File: src/rtl/xm23_branch_pkg.sv
// ============================================================================
// Module : xm23_branch_pkg
// Brief  : Shared types and defaults for the branch recovery controller.
// Rev    : 1.0
// ============================================================================
`default_nettype none

package xm23_branch_pkg;

  typedef enum logic [1:0] {
    S_IDLE  = 2'd0,
    S_PEND  = 2'd1,
    S_FLUSH = 2'd2
  } brc_state_t;

  localparam int PC_W_DEF = 16;

endpackage

`default_nettype wire

File: src/rtl/fallthru_fifo.sv
// ============================================================================
// Module : fallthru_fifo
// Brief  : In-order buffer of predicted-branch fall-through PCs; clear wins over push.
// Rev    : 1.0
// ============================================================================
`default_nettype none

module fallthru_fifo #(
  parameter int DEPTH = 4,
  parameter int W     = 16
) (
  input  logic                       clk,
  input  logic                       rst,
  input  logic                       push_i,
  input  logic [W-1:0]               data_i,
  input  logic                       pop_i,
  input  logic                       clear_i,
  output logic [W-1:0]               data_o,
  output logic                       full_o,
  output logic                       empty_o,
  output logic [$clog2(DEPTH+1)-1:0] count_o
);

  localparam int PTR_W = $clog2(DEPTH);
  localparam int CNT_W = $clog2(DEPTH+1);

  logic [W-1:0]     mem_q [DEPTH];
  logic [PTR_W-1:0] wr_ptr_q;
  logic [PTR_W-1:0] rd_ptr_q;
  logic [CNT_W-1:0] count_q;

  // DEPTH is a power of two, so pointer increments wrap on their own.
  always_ff @(posedge clk) begin
    if (rst || clear_i) begin
      wr_ptr_q <= '0;
      rd_ptr_q <= '0;
      count_q  <= '0;
    end else begin
      if (push_i) wr_ptr_q <= wr_ptr_q + PTR_W'(1);
      if (pop_i)  rd_ptr_q <= rd_ptr_q + PTR_W'(1);
      case ({push_i, pop_i})
        2'b10:   count_q <= count_q + CNT_W'(1);
        2'b01:   count_q <= count_q - CNT_W'(1);
        default: count_q <= count_q;
      endcase
    end
  end

  always_ff @(posedge clk) begin
    if (push_i && !clear_i && !rst) begin
      mem_q[wr_ptr_q] <= data_i;
    end
  end

  assign data_o  = mem_q[rd_ptr_q];
  assign full_o  = (count_q == CNT_W'(DEPTH));
  assign empty_o = (count_q == '0);
  assign count_o = count_q;

endmodule

`default_nettype wire

File: src/rtl/branch_recovery_ctrl.sv
// ============================================================================
// Module : branch_recovery_ctrl
// Brief  : Misprediction recovery sequencer for predict-taken conditional branches.
// Rev    : 1.0
// ============================================================================
`default_nettype none

module branch_recovery_ctrl
  import xm23_branch_pkg::*;
#(
  parameter int DEPTH        = 4,
  parameter int FLUSH_CYCLES = 2,
  parameter int PC_W         = PC_W_DEF
) (
  input  logic                       clk,
  input  logic                       rst,
  input  logic                       br_issue_i,
  input  logic [PC_W-1:0]            br_fallthru_i,
  input  logic                       br_resolve_i,
  input  logic                       branch_fail_i,
  output logic                       pc_load_o,
  output logic [PC_W-1:0]            pc_load_val_o,
  output logic                       flush_o,
  output logic                       fetch_hold_o,
  output logic [$clog2(DEPTH+1)-1:0] outstanding_o,
  output logic [15:0]                mispredict_cnt_o,
  output logic                       err_o
);

  localparam int CNT_W = $clog2(DEPTH+1);
  localparam int FC_W  = $clog2(FLUSH_CYCLES+1);

  brc_state_t       state_q, state_d;
  logic [FC_W-1:0]  fcnt_q, fcnt_d;
  logic             pc_load_q, pc_load_d;
  logic [PC_W-1:0]  pc_val_q, pc_val_d;
  logic [15:0]      mispredict_cnt_q, mispredict_cnt_d;
  logic             err_q, err_d;

  logic             fifo_push, fifo_pop, fifo_clear;
  logic [PC_W-1:0]  fifo_head;
  logic             fifo_full, fifo_empty;
  logic [CNT_W-1:0] fifo_count;

  fallthru_fifo #(
    .DEPTH (DEPTH),
    .W     (PC_W)
  ) u_fifo (
    .clk     (clk),
    .rst     (rst),
    .push_i  (fifo_push),
    .data_i  (br_fallthru_i),
    .pop_i   (fifo_pop),
    .clear_i (fifo_clear),
    .data_o  (fifo_head),
    .full_o  (fifo_full),
    .empty_o (fifo_empty),
    .count_o (fifo_count)
  );

  always_ff @(posedge clk) begin
    if (rst) begin
      state_q          <= S_IDLE;
      fcnt_q           <= '0;
      pc_load_q        <= 1'b0;
      pc_val_q         <= '0;
      mispredict_cnt_q <= '0;
      err_q            <= 1'b0;
    end else begin
      state_q          <= state_d;
      fcnt_q           <= fcnt_d;
      pc_load_q        <= pc_load_d;
      pc_val_q         <= pc_val_d;
      mispredict_cnt_q <= mispredict_cnt_d;
      err_q            <= err_d;
    end
  end

  always_comb begin
    state_d          = state_q;
    fcnt_d           = fcnt_q;
    pc_load_d        = 1'b0;
    pc_val_d         = pc_val_q;
    mispredict_cnt_d = mispredict_cnt_q;
    err_d            = err_q;
    fifo_push        = 1'b0;
    fifo_pop         = 1'b0;
    fifo_clear       = 1'b0;

    case (state_q)
      S_FLUSH: begin
        // Decode and execute traffic in this window belongs to the squashed path.
        fcnt_d = fcnt_q - FC_W'(1);
        if (fcnt_q == FC_W'(1)) state_d = S_IDLE;
      end
      default: begin
        if (br_resolve_i && !fifo_empty) begin
          if (branch_fail_i) begin
            fifo_clear = 1'b1;
            pc_load_d  = 1'b1;
            pc_val_d   = fifo_head;
            if (mispredict_cnt_q != 16'hFFFF) mispredict_cnt_d = mispredict_cnt_q + 16'd1;
            state_d    = S_FLUSH;
            fcnt_d     = FC_W'(FLUSH_CYCLES);
          end else begin
            fifo_pop  = 1'b1;
            fifo_push = br_issue_i;
            state_d   = (fifo_count == CNT_W'(1) && !br_issue_i) ? S_IDLE : S_PEND;
          end
        end else begin
          if (br_resolve_i) err_d = 1'b1;
          if (br_issue_i) begin
            if (fifo_full) begin
              err_d = 1'b1;
            end else begin
              fifo_push = 1'b1;
              state_d   = S_PEND;
            end
          end
        end
      end
    endcase
  end

  assign pc_load_o        = pc_load_q;
  assign pc_load_val_o    = pc_val_q;
  assign flush_o          = (state_q == S_FLUSH);
  assign fetch_hold_o     = fifo_full || (state_q == S_FLUSH);
  assign outstanding_o    = fifo_count;
  assign mispredict_cnt_o = mispredict_cnt_q;
  assign err_o            = err_q;

endmodule

`default_nettype wire
File: config.mk
export PLATFORM = sky130hd
export DESIGN_NAME = branch_recovery_ctrl
export DESIGN_NICKNAME = d
export VERILOG_FILES = /design/src/rtl/xm23_branch_pkg.sv /design/src/rtl/fallthru_fifo.sv /design/src/rtl/branch_recovery_ctrl.sv
export SDC_FILE = /design/constraint.sdc
export NUM_CORES = 1
export LEC_CHECK = 0
export ABC_AREA = 1
export ABC_CLOCK_PERIOD_IN_PS = 4200
export CAP_MARGIN = 20
export CORE_UTILIZATION = 25
export CTS_BUF_LIST = sky130_fd_sc_hd__clkbuf_16
export DETAILED_ROUTE_END_ITERATION = 6
export GPL_ROUTABILITY_DRIVEN = 1
export HOLD_SLACK_MARGIN = 0.1
export PLACE_DENSITY_LB_ADDON = 0.1
export SYNTH_ARGS = -nofsm -noshare
export SYNTH_HDL_FRONTEND = slang
export SYNTH_SLANG_ARGS = --single-unit
File: constraint.sdc
create_clock -name clk -period 4.2 [get_ports clk]
set_input_delay 1.26 -clock clk [delete_from_list [all_inputs] [get_ports clk]]
set_output_delay 1.26 -clock clk [all_outputs]
set_load 0.005 [all_outputs]
==> results.cfg <==
[sta]
grt_setup_unrepaired = no
fin_ws_ps = 1220
slew_violations = 0
slew_headroom = 0.516
setup_violations = 0
tightest_slew_ps = 725
finalHoldViolCount = 0
period_share = 0.710
fin_tns_setup_ps = 0
fin_skew_ps = 6.35
finalCriticalPeriod_ps = 2980
clock.fmax_ghz = 0.336

[die]
die_area_um2 = 19200
ios = 60
die_x_um = 138
rows = 49
core-area_um2 = 18100
initial_core_util = 0.257
chipHeight_um = 138

[critical_path]
worstPathArrival_ps = 1720
crit_required_ps = 2940
critPathMaxFanout = 5
crit_type = flip-flop to output pin
worstSetupEndpointType = output pin
startpoint_type = flip-flop

[worst_hold_path]
hold_path_class = flip-flop to flip-flop

[routing]
wl_per_cell_um = 14.2
vias = 3341
viasPerCell = 4.35
wl_um = 10900
drc = 2
dr.pass1.iters = 6
postRouteAntennaNets = 0
drtIter0Drc = 213

[logic_synthesis]
yosysTopAreaCell = edfxtp_1
mappedNetlistArea_um2 = 4660
seq_area_frac_synth = 0.606
syn_nets = 502
synthCells = 470
synth_area_leaders = edfxtp_1, dfxtp_1, nand2_1
syn_area_per_cell_um2 = 9.91
ys_types = 27
ys_seq_elements = 109
yosysTopAreaCellShare = 0.413
yosysWarnings = 0

[pwr]
internal_power_mw = 1.94
power.density_nw_per_um2 = 464
switching_share = 0.285
p_leak_nw = 2.06
seq_power_share = 0.476
p_switching_uw = 770
peakVddDrop_uv = 200
clock_power_share = 0.321
p_comb_frac = 0.203

[placement]
gp_congestion = 0.742
post-place-ws_ps = 934
port_buffers = 59
hpwl_um = 7070

[outcome]
violations = design-rule violations
status = complete, but fails checks

[global_route]
grt_pass1_vias = 3363
grt_max_degree = 35
grt_usage = 0.121
grt-ovfl-total = 0
grt_pass1_wl_um = 17700
grt_antenna_before_repair = 0

[clocking]
ctsLongestPathBuffers = 2
cts_setup_buffers = 0
cts_root_buffer = clkbuf_16
clock_sinks = 109
cts_resized = 0
htreeDepth = 3
clkLatencyLatePin_ps = 350
cts_inserted_buffers = 9
cts_tree = built
clk_pin_slew_ps = 70
hold_buffers = 0

[finish]
final_nets = 566
layout-drive-gt1-share = 0.0909
syn_to_final_growth_pct = 25.3
antennaDiodeCount = 0

[flow_run]
max-cap-violations = 0
[path summary, 6_finish.rpt]
path,from,depth (start not counted),slack [ps],endpoint
worst min register to register,err_o,2,450,err_o
worst max-delay path,u_fifo.count_o[0],5,1220,fetch_hold_o
worst min-delay path,err_o,2,450,err_o
worst max register to register,u_fifo.count_o[0],10,2010,u_fifo.count_o[2]
[registers in the layout, indices dropped and copies added (netlist names), 2 cells and up]
name and cells:
state_q 2, pc_load_val_o 16, u_fifo.wr_ptr_q 2, fcnt_q 2
mispredict_cnt_o 16, u_fifo.count_o 3, u_fifo.mem_q 64, u_fifo.rd_ptr_q 2
[kinds of logic after synthesis]
| group | synth area share |
|---|---|
| flops | 0.606 |
| xor+xnor | 0.0150 |
| compound gates | 0.123 |
| buf+inv | 0.0467 |
| fa+ha+maj | 0.0296 |
| simple gates | 0.180 |
[cell type report]
cell class / count / area (um^2)
Tap cell: 229 / 287
Sequential cell: 109 / 2820
Clock inverter: 7 / 68.8
Fill cell: 1843 / 12200
Inverter: 39 / 146
Timing Repair Buffer: 67 / 671
Clock buffer: 9 / 225
Multi-Input combinational cell: 308 / 1620
[per-stage QoR]
step | hold WS (ps) | area [um^2] | utilization | std cells | total power, mW
6_report | 451 | 5840 | 0.323 | 768 | 2.71
2_1_floorplan | 433 | 4660 | - | 470 | 1.64
3_5_place_dp | 445 | 5520 | 0.305 | 751 | 1.87
3_3_place_gp | 443 | 5520 | 0.305 | 751 | 1.86
5_1_grt | 469 | 5840 | 0.323 | 768 | 2.87
4_1_cts | 458 | 5810 | 0.321 | 767 | 2.75
[worst max-delay path, stage by stage, from the launching register on]
cell,delay (ps)
dfxtp_1,440
inv_1,90
ha_1,230
nand2_1,110
nand2_1,60
clkdlybuf4s50_1,440
[cell usage after synthesis]
cell type,n
a21oi_1,9
a21oi_2,10
buf_1,2
buf_2,3
buf_6,2
clkbuf_1,7
dfxtp_1,45
edfxtp_1,64
ha_1,11
inv_1,36
inv_2,3
nand2_1,82
nand2_2,7
nand3_1,13
nand3b_1,1
nand4_1,5
nor2_1,75
nor2_2,4
nor2_4,1
nor2_8,2
nor3_1,5
o21ai_0,55
o21ai_1,3
o21bai_1,1
o22a_1,16
xnor2_1,3
xor2_1,5
[cell usage in the layout, fill, tap and decap left out, drive strengths merged]
master	count
nand2	89
nor2	82
edfxtp	64
clkdlybuf4s50	59
o21ai	58
dfxtp	45
inv	43
a21oi	19
o22a	16
nand3	13
ha	11
clkbuf	9
buf	8
nand4	5
nor3	5
xor2	5
xnor2	3
clkinv	2
o21bai	1
nand3b	1
bufinv	1
[power by group through the flow]
stage	Sequential [mW]	Combinational, mW	Clock (mW)
6_report	1.29	0.549	0.868
5_1_grt	1.30	0.626	0.940
4_1_cts	1.29	0.557	0.898
3_5_place_dp	1.32	0.553	0
3_3_place_gp	1.31	0.549	0
2_1_floorplan	1.31	0.333	0
[layer usage]
| metal | GRT usage | vias up | share of wire |
|---|---|---|---|
| met5 | 0 | - | 0 |
| met4 | 0.0550 | 0 | 0.015 |
| met3 | 0.0208 | 11 | 0.030 |
| met2 | 0.193 | 42 | 0.47 |
| met1 | 0.159 | 1577 | 0.49 |
| li1 | - | 1711 | - |
Note: power is estimated with default switching activity, not from simulation.
